[config.mk]
export PLATFORM = sky130hd
export DESIGN_NAME = pwm_dac_subsystem
export DESIGN_NICKNAME = d
export VERILOG_FILES = /design/src/rtl/pwm_dac_subsystem.sv
export SDC_FILE = /design/constraint.sdc
export NUM_CORES = 1
export LEC_CHECK = 0
export ABC_CLOCK_PERIOD_IN_PS = 2900
export BUFFER_PORTS_ARGS = -buffer_cell sky130_fd_sc_hd__buf_2
export CAP_MARGIN = 5
export CORE_UTILIZATION = 45
export DETAILED_ROUTE_END_ITERATION = 10
export GPL_ROUTABILITY_DRIVEN = 0
export HOLD_SLACK_MARGIN = 0.12
export SETUP_SLACK_MARGIN = 0.05
export SYNTH_ARGS = -nofsm -noshare
export SYNTH_HDL_FRONTEND = slang
export SYNTH_SLANG_ARGS = --single-unit
[constraint.sdc]
create_clock -name clk -period 2.9 [get_ports clk]
set_clock_uncertainty 0.1 [all_clocks]
set_input_delay 0.435 -clock clk [delete_from_list [all_inputs] [get_ports clk]]
set_output_delay 0.435 -clock clk [all_outputs]
set_load 0.02 [all_outputs]
[src/rtl/pwm_dac_subsystem.sv]
// PWM DAC output path: duty code from a valid/ready shadow register or an internal
// sawtooth/triangle sweep, applied only at PWM period boundaries.
module pwm_dac_subsystem #(
   parameter int WIDTH            = 8,
   parameter int STEP             = 1,
   parameter int PERIODS_PER_STEP = 4
) (
   input  logic             clk,
   input  logic             reset,
   input  logic [1:0]       mode,
   input  logic [WIDTH-1:0] code_in,
   input  logic             code_valid,
   output logic             code_ready,
   output logic             pwm_out,
   output logic             period_start,
   output logic [WIDTH-1:0] dac_code_out
);
   localparam int SCW = (PERIODS_PER_STEP > 1) ? $clog2(PERIODS_PER_STEP) : 1;
   localparam logic [WIDTH-1:0] CODE_MAX = {WIDTH{1'b1}};
   localparam logic [WIDTH-1:0] CODE_ZERO = {WIDTH{1'b0}};
   localparam logic [WIDTH-1:0] STEP_W = WIDTH'(STEP);
   localparam logic [WIDTH:0] STEP_X = (WIDTH+1)'(STEP);
   localparam logic [SCW-1:0] SC_LAST = SCW'(PERIODS_PER_STEP - 1);
   localparam logic [SCW-1:0] SC_ZERO = {SCW{1'b0}};

   typedef enum logic [2:0] {
      ST_OFF    = 3'd0,
      ST_EXT    = 3'd1,
      ST_SAW    = 3'd2,
      ST_TRI_UP = 3'd3,
      ST_TRI_DN = 3'd4
   } state_t;

   state_t           state_r, state_n_s;
   logic [WIDTH-1:0] cnt_r, cnt_n_s;
   logic [WIDTH-1:0] duty_r, duty_n_s;
   logic [WIDTH-1:0] shadow_r, shadow_n_s;
   logic [WIDTH-1:0] sweep_r, sweep_n_s;
   logic [WIDTH-1:0] dac_r, dac_n_s;
   logic [SCW-1:0]   step_cnt_r, step_cnt_n_s;
   logic             full_r, full_n_s;
   logic             ready_r, ready_n_s;
   logic             pwm_r, pwm_n_s;
   logic             pstart_r;
   logic             boundary_s, accept_s, sweep_tick_s;
   logic [WIDTH:0]   sweep_sum_s;

   // Next-state logic: counter, handshake, mode sampling and sweep updates
   always_comb begin
      state_n_s    = state_r;
      duty_n_s     = duty_r;
      sweep_n_s    = sweep_r;
      step_cnt_n_s = step_cnt_r;
      dac_n_s      = dac_r;
      shadow_n_s   = shadow_r;
      full_n_s     = full_r;
      accept_s     = code_valid && ready_r && (mode == 2'b00);
      // Leaving OFF is itself a boundary so the first period starts at once
      boundary_s   = (state_r == ST_OFF) ? (mode != 2'b11) : (cnt_r == CODE_MAX);
      sweep_tick_s = (step_cnt_r == SC_LAST);
      sweep_sum_s  = {1'b0, sweep_r} + STEP_X;

      if (state_r == ST_OFF) begin
         cnt_n_s = CODE_ZERO;
      end else begin
         cnt_n_s = cnt_r + WIDTH'(1);
      end

      if (accept_s) begin
         shadow_n_s = code_in;
         full_n_s   = 1'b1;
      end else begin
         shadow_n_s = shadow_r;
      end

      if (boundary_s) begin
         case (mode)
            2'b00: begin
               state_n_s = ST_EXT;
               if (full_r) begin
                  duty_n_s = shadow_r;
                  full_n_s = 1'b0;
               end else begin
                  duty_n_s = duty_r;
               end
            end
            2'b01: begin
               if (state_r != ST_SAW) begin
                  state_n_s    = ST_SAW;
                  sweep_n_s    = CODE_ZERO;
                  step_cnt_n_s = SC_ZERO;
                  duty_n_s     = CODE_ZERO;
               end else if (sweep_tick_s) begin
                  sweep_n_s    = sweep_sum_s[WIDTH-1:0];
                  duty_n_s     = sweep_sum_s[WIDTH-1:0];
                  step_cnt_n_s = SC_ZERO;
               end else begin
                  step_cnt_n_s = step_cnt_r + SCW'(1);
               end
            end
            2'b10: begin
               if ((state_r != ST_TRI_UP) && (state_r != ST_TRI_DN)) begin
                  state_n_s    = ST_TRI_UP;
                  sweep_n_s    = CODE_ZERO;
                  step_cnt_n_s = SC_ZERO;
                  duty_n_s     = CODE_ZERO;
               end else if (sweep_tick_s) begin
                  step_cnt_n_s = SC_ZERO;
                  case (state_r)
                     ST_TRI_UP: begin
                        if (sweep_sum_s >= {1'b0, CODE_MAX}) begin
                           sweep_n_s = CODE_MAX;
                           state_n_s = ST_TRI_DN;
                        end else begin
                           sweep_n_s = sweep_sum_s[WIDTH-1:0];
                        end
                     end
                     ST_TRI_DN: begin
                        if (sweep_r <= STEP_W) begin
                           sweep_n_s = CODE_ZERO;
                           state_n_s = ST_TRI_UP;
                        end else begin
                           sweep_n_s = sweep_r - STEP_W;
                        end
                     end
                     default: begin
                        sweep_n_s = CODE_ZERO;
                        state_n_s = ST_TRI_UP;
                     end
                  endcase
                  duty_n_s = sweep_n_s;
               end else begin
                  step_cnt_n_s = step_cnt_r + SCW'(1);
               end
            end
            default: begin
               state_n_s = ST_OFF;
            end
         endcase
         dac_n_s = (state_n_s == ST_OFF) ? CODE_ZERO : duty_n_s;
      end else begin
         dac_n_s = dac_r;
      end

      ready_n_s = (mode == 2'b00) && !full_n_s;
      pwm_n_s   = (state_n_s != ST_OFF) && (cnt_n_s < duty_n_s);
   end

   // State and output registers
   always_ff @(posedge clk or negedge reset) begin
      if (!reset) begin
         state_r    <= ST_OFF;
         cnt_r      <= CODE_ZERO;
         duty_r     <= CODE_ZERO;
         shadow_r   <= CODE_ZERO;
         sweep_r    <= CODE_ZERO;
         dac_r      <= CODE_ZERO;
         step_cnt_r <= SC_ZERO;
         full_r     <= 1'b0;
         ready_r    <= 1'b1;
         pwm_r      <= 1'b0;
         pstart_r   <= 1'b0;
      end else begin
         state_r    <= state_n_s;
         cnt_r      <= cnt_n_s;
         duty_r     <= duty_n_s;
         shadow_r   <= shadow_n_s;
         sweep_r    <= sweep_n_s;
         dac_r      <= dac_n_s;
         step_cnt_r <= step_cnt_n_s;
         full_r     <= full_n_s;
         ready_r    <= ready_n_s;
         pwm_r      <= pwm_n_s;
         pstart_r   <= (state_r != ST_OFF) && (cnt_r == CODE_ZERO);
      end
   end

   assign code_ready   = ready_r;
   assign pwm_out      = pwm_r;
   assign period_start = pstart_r;
   assign dac_code_out = dac_r;

endmodule

[Word-level counts from Yosys, hierarchy flattened]
Index checks and enable logic that the tools add are counted.
Word-level totals
  register bits: 49
  input port bits: 13
  output and inout port bits: 11
  word-level logic and storage cells: 81
Cells by class
  $add $sub $neg: 4
  order comparisons: 3
  equality and inequality tests: 12
  multiplexer cells: 35
  reduce and logical (&&, ||, !) cells: 16
Operator list (number)
  8-bit two-way mux: 14
  8-bit one-hot mux with 2 select lines: 2
  8-bit one-hot mux with 3 select lines: 1
  3-bit two-way mux: 7
  8-bit by 1-bit adder with 9-bit output, second input constant: 1
  9-bit by 8-bit greater-or-equal comparator with 1-bit output, second input constant: 1
  3-bit inequality test, second input constant: 3
  3-bit one-hot mux with 3 select lines: 1
  8-bit by 1-bit adder with 8-bit output, second input constant: 1
  8-bit == test, second input constant: 1
  8-bit by 1-bit <= comparator with 1-bit output, second input constant: 1
  8-bit zero test: 1
  8-bit less-than comparator: 1
  8-bit by 1-bit subtractor with 8-bit output, second input constant: 1
  1-bit logical AND: 6
  3-bit zero test: 2
  2-bit two-way mux: 3
  3-bit by 2-bit inequality test with 1-bit output, second input constant: 2
  3-bit one-hot mux with 2 select lines: 1
  3-bit nonzero test: 2
  1-bit two-way mux: 5
  2-bit == test, second input constant: 2
  2-bit one-hot mux with 2 select lines: 1
  4-bit AND reduction: 1
  9 further kinds: 9

[Depth between registers and ports, before layout]
  depth in word-level cells: 11
  depth in mapped cells: 15
  depth with buffers taken out: 14

[Worst setup path before layout]
OpenSTA, ideal clock, no wires.
  kind: input port to flip-flop
  start: in mode[0]
  end: reg pwm_r, in the netlist pwm_out
  setup time: 67 ps
  arrival: 3096 ps
  required time: 2733 ps
  slack: -363 ps
  stages: 13
  buffers on the path: 1
  cell sequence: ha_1 > or4_1 > o41a_1 > buf_2 > nor2_1 > nand2b_1 > a22o_1 > a31oi_1 > ha_1 > o21a_1 > o211ai_1 > o211a_1 > o221a_1
Between the ends
  cells in the longest elaborated chain, start to end: 6
  elaborated cells between the ends (all ways): 13
  those cells by class: order compare: 1; eq/ne: 3; mux: 6; reduce/logical: 3
Ends and longest elaborated chain
  start: declaration: line 10  | input logic [1:0] mode,
  parallel branches: the longest is 5 deep, another holds 8-bit less-than comparator
  1-bit logical AND (*): line 146  | pwm_n_s = (state_n_s != ST_OFF) && (cnt_n_s < duty_n_s);
  via pwm_n_s: line 43  | logic pwm_r, pwm_n_s;
  end signal: assignment: line 173  | pwm_r <= pwm_n_s;
  end: declaration: line 43
Mark *: on every way through the listed nets, which the timed path passes. The select of a mux whose other input is x is not followed.
A chain may end at the register's enable or synchronous reset.

[Final worst setup path]
  start: reg sweep_r[4]
  end: reg pwm_r, in the netlist pwm_out
Between the ends
  cells in the longest elaborated chain, start to end: 11
  elaborated cells between the ends (all ways): 24
  those cells by class: add/sub: 2; order compare: 3; mux: 17; reduce/logical: 2
Ends and longest elaborated chain
  start: declaration: line 38  | logic [WIDTH-1:0] sweep_r, sweep_n_s;
  start signal: assignment: line 168  | sweep_r <= sweep_n_s;
  parallel branches: the longest is 10 deep, another holds 8-bit by 1-bit adder with 9-bit output
  1-bit logical AND (*): line 146
  via pwm_n_s: line 43
Marked as above.

==> report_table.html <==
<table>
<tr><th>Metric</th><th>Value</th></tr>
<tr><th colspan="2">Logic synthesis</th></tr>
<tr><td>Net Count, Synth</td><td>421</td></tr>
<tr><td>Area share of fa/ha/maj cells after synthesis</td><td>under 10%</td></tr>
<tr><td>Sequential area share after synthesis</td><td>34.9%</td></tr>
<tr><td>Cell type with the largest total area after synthesis</td><td>dfrtp_1</td></tr>
<tr><td>Simple-gate portion of the synthesized area</td><td>17.3%</td></tr>
<tr><td>Post-Synthesis Cell Area</td><td>around 0.0035 mm²</td></tr>
<tr><td>Flops &amp; latches, synth</td><td>49</td></tr>
<tr><td>Post-synthesis cell count</td><td>390</td></tr>
<tr><td>Area share of the leading cell type in the synthesized netlist</td><td>about 34%</td></tr>
<tr><td>Most frequently used flop master after synthesis</td><td>dfrtp_1</td></tr>
<tr><td>Dominant cell by count in the synthesized netlist</td><td>dfrtp_1</td></tr>
<tr><td>Number of enable-type register cells in the synthesized netlist</td><td>0</td></tr>
<tr><td>Compound-gate portion of the synthesized area</td><td>27.2%</td></tr>
<tr><td>Count of synthesis-stage warnings from yosys</td><td>0</td></tr>
<tr><td>Area contributors post-synth</td><td>dfrtp_1 34%, ha_1 6.4%, mux2_2 4.5%, a21oi_1 4.4%, nand2_1 3.9%</td></tr>
<tr><td>Post-synthesis average cell area</td><td>9.03 µm²</td></tr>
<tr><td>Async set-reset flop share out of synthesis</td><td>100%</td></tr>
<tr><td>Proportion of synthesized area in mux cells</td><td>5.61%</td></tr>
<tr><td>Number of different library cells in the post-synthesis netlist</td><td>73</td></tr>
<tr><td>Xor/xnor share of the synthesized area</td><td>2.99%</td></tr>
<tr><td>Leading post-synthesis cells by instance count</td><td>48 x dfrtp_1, 37 x nand2_1, 31 x a21oi_1, 31 x nor2_1, 27 x o21ai_0</td></tr>
<tr><td>Main combinational cell family by area after synthesis</td><td>compound AO/OA/AOI/OAI gates</td></tr>
<tr><th colspan="2">Worst setup path</th></tr>
<tr><td>Cell with the largest stage delay on the worst path</td><td>or4_4</td></tr>
<tr><td>CP peak stage delay</td><td>0.60 ns</td></tr>
<tr><td>Critical Path AT</td><td>3.41 ns</td></tr>
<tr><td>Critical-path cell list</td><td>or4_4, buf_6, o311ai_2, a32oi_1, a211oi_2, o22ai_2, a31oi_2, ha_1, o21a_1, o211ai_1, o211a_1, o221a_1</td></tr>
<tr><td>Setup crit start kind</td><td>flip-flop</td></tr>
<tr><td>Category of the most critical setup path</td><td>reg2reg</td></tr>
<tr><td>Req. time, crit path</td><td>slightly above 3 ns</td></tr>
<tr><td>Family with the most delay on the worst path</td><td>compound AO/OA/AOI/OAI gates</td></tr>
<tr><td>Capturing element type of the critical path</td><td>flip-flop</td></tr>
<tr><td>Crit Path Max Fanout</td><td>5</td></tr>
<tr><td>CP Buf/Inv Count</td><td>1</td></tr>
<tr><th colspan="2">Power and ir drop</th></tr>
<tr><td>Maximum ir drop on the vdd rail</td><td>0.000430 V</td></tr>
<tr><td>Overall power</td><td>3990 µW</td></tr>
<tr><td>P per Cell Area</td><td>826 mW/mm²</td></tr>
<tr><td>Leakage power</td><td>0.00218 µW</td></tr>
<tr><th colspan="2">Detailed routing</th></tr>
<tr><td>Post-route antenna net violation count</td><td>0</td></tr>
<tr><td>Detailed Route WL</td><td>between 10 and 15 mm</td></tr>
<tr><td>Detailed Routing Iterations Pass 1</td><td>5</td></tr>
<tr><td>Iteration-0 DRC Markers</td><td>366</td></tr>
<tr><td>DRC</td><td>0</td></tr>
<tr><td>Average via count per standard cell</td><td>5.83</td></tr>
<tr><td>Wire length per cell</td><td>18.2 µm</td></tr>
<tr><td>Via Count</td><td>3,571</td></tr>
<tr><th colspan="2">STA</th></tr>
<tr><td>Slew headroom</td><td>between 60 and 70%</td></tr>
<tr><td>Final Hold Viols</td><td>0</td></tr>
<tr><td>Setup violators final</td><td>1</td></tr>
<tr><td>Period Utilization, post-route</td><td>112%</td></tr>
<tr><td>Crit path setup slack, layout</td><td>-0.348 ns</td></tr>
<tr><td>Crit path time final</td><td>between 3 and 4 ns</td></tr>
<tr><td>Max Freq</td><td>308 MHz</td></tr>
<tr><td>Unrepaired setup endpoints after global routing</td><td>true</td></tr>
<tr><td>Actual transition at the worst max-transition pin</td><td>~0.46 ns</td></tr>
<tr><td>Number of slew-limit violations in the final report</td><td>0</td></tr>
<tr><th colspan="2">GRT</th></tr>
<tr><td>Number of global-route vias before repair</td><td>3,562</td></tr>
<tr><td>Global-route wire length before repair</td><td>approximately 18 mm</td></tr>
<tr><td>Total global-route track usage</td><td>28.6%</td></tr>
<tr><td>Antenna violations before repair</td><td>0</td></tr>
<tr><td>Total global routing overflow</td><td>0</td></tr>
<tr><td>Maximum number of pins on one net before global-route repair</td><td>27</td></tr>
<tr><th colspan="2">Placement</th></tr>
<tr><td>Post-detailed-placement half-perimeter wirelength</td><td>around 8.4 mm</td></tr>
<tr><td>Count of port buffers added during placement</td><td>23</td></tr>
<tr><td>Number of placed cells counting well taps</td><td>598</td></tr>
<tr><th colspan="2">Clock tree</th></tr>
<tr><td>Deepest clock path buffer count</td><td>2</td></tr>
<tr><td>Number of buffers created by CTS</td><td>5</td></tr>
<tr><td>H-tree levels</td><td>2</td></tr>
<tr><td>TritonCTS clock tree</td><td>done</td></tr>
<tr><td>Clock latency on the worst-skew pair</td><td>0.31 ns</td></tr>
<tr><td>CTS clk-pin slew, worst paths</td><td>0.11 ns</td></tr>
<tr><td>Clock Root Buffer</td><td>clkbuf_8</td></tr>
<tr><td>CTS sink count</td><td>49</td></tr>
<tr><th colspan="2">Layout</th></tr>
<tr><td>Total Nets Final</td><td>roughly 540</td></tr>
<tr><td>Layout filler cell count</td><td>627</td></tr>
<tr><td>Layout cells sized above 1</td><td>40.7%</td></tr>
<tr><td>Count of placed standard cells in the final layout, fillers left out</td><td>613</td></tr>
<tr><td>Ant. Diodes</td><td>0</td></tr>
<tr><td>Area added between synthesis and finish</td><td>37.0%</td></tr>
<tr><th colspan="2">Floorplanning</th></tr>
<tr><td>I/O pins</td><td>24</td></tr>
<tr><td>Area enclosed by the die boundary</td><td>0.00818 mm²</td></tr>
<tr><td>Horiz. Die Dim</td><td>~90 µm</td></tr>
<tr><td>Core area</td><td>0.00741 mm²</td></tr>
<tr><td>Die Span Y</td><td>around 90 µm</td></tr>
<tr><td>Number of standard-cell rows in the floorplan</td><td>31</td></tr>
<tr><td>Initial cell density of the core</td><td>47.5%</td></tr>
<tr><th colspan="2">Status</th></tr>
<tr><td>Violated checks</td><td>setup timing</td></tr>
<tr><td>Run status</td><td>finished, violations left</td></tr>
<tr><th colspan="2">Run</th></tr>
<tr><td>Max-Cap Viols</td><td>0</td></tr>
<tr><th colspan="2">Worst hold path</th></tr>
<tr><td>Classification of the worst-slack hold path</td><td>in2reg</td></tr>
</table>
==> power breakdown <==
part	internal, µW	total, µW	switching (µW)
combinational	1100	2370	1270
clock	259	526	266
sequential	898	1090	194
==> routing by layer <==
layer  track usage [%]  wire length (µm)  vias up
met2              44.1              5100      107
met1              41.0              5360     1750
li1                  -                 -     1697
met3              4.38               514       17
met4              9.27               205        0
met5                 0                 0        -
==> cell type report <==
class / instances / area (µm²) / share of cell area [%]
clock inverters: 3 / 43.8 / 0.908
multi-input cells: 305 / 2310 / 48.0
repair buffers: 136 / 981 / 20.3
clock buffers: 5 / 68.8 / 1.43
well taps: 99 / 124 / 2.57
inverters: 16 / 60.1 / 1.25
flip-flops and latches: 49 / 1230 / 25.5
==> cell usage in the layout (no fill, tap or decap), types with 5 or more instances in the layout <==
cell / instances
a21o_1: 5
a21oi_1: 28
a22o_1: 7
buf_2: 23
buf_4: 108
clkbuf_8: 5
dfrtp_1: 46
ha_1: 15
inv_1: 14
mux2_2: 14
nand2_1: 37
nand2b_1: 5
nand3_1: 8
nor2_1: 29
nor3_1: 11
o211ai_1: 5
o21ai_0: 23
xnor2_1: 7
==> stage by stage <==
stage	worst slack [ns]	util [%]	hold WS, ns	TNS, ns	cell area (µm²)
global placement	-0.308	60.5	0.153	-0.308	4480
finish	-0.348	65.1	0.252	-0.348	4820
CTS	-0.256	64.0	0.252	-0.256	4740
detailed placement	-0.428	60.5	0.147	-0.428	4480
global route	-0.515	65.1	0.247	-0.515	4820
floorplan	-0.153	-	0.0394	-0.153	3590
==> path summary, 6_finish.rpt <==
check                                            start                     endpoint  slack, ns  depth (start not counted)
hold reg to reg            dac_code_out[0]$_DFFE_PN0N_  dac_code_out[0]$_DFFE_PN0N_       0.37                          2
max in group asynchronous                        reset         code_ready$_DFF_PN1_       1.80                          3
hold / removal                              code_in[5]      shadow_r[5]$_DFFE_PN0P_       0.25                          2
setup / recovery                sweep_r[4]$_DFFE_PN0P_            pwm_out$_DFF_PN0_      -0.35                         12
setup reg to reg                sweep_r[4]$_DFFE_PN0P_            pwm_out$_DFF_PN0_      -0.35                         12
min in group asynchronous                        reset       sweep_r[0]$_DFFE_PN0P_       0.34                          2
==> registers in the layout (all words and copies together), names as in the netlist <==
signal,flops
state_r,3
full_r,1
shadow_r,8
code_ready,1
step_cnt_r,2
cnt_r,8
dac_code_out,8
pwm_out,1
duty_r,8
sweep_r,8
period_start,1
==> cells by family (layout without fill, tap and decap cells) <==
family / after synthesis / count (layout)
AOI/OAI and AO/OA: 132 / 132
and+or+nand+nor: 125 / 125
buffers and inverters: 36 / 160
adders and majority gates: 18 / 18
DFF: 49 / 49
muxes: 18 / 18
xor gates and xnor gates: 12 / 12
==> what timing repair did <==
| action | 4_1_cts | 5_1_grt |
|---|---|---|
| hold buffers | 1 | 0 |
| gates cloned | 0 | 0 |
| setup buffers | 3 | 3 |
| gates resized for setup | 29 | 10 |
| pin swaps | 16 | 16 |
| hold endpoints to repair | 48 | 0 |
| setup endpoints to repair | 1 | 1 |
Note: power is estimated with default switching activity, not from simulation.
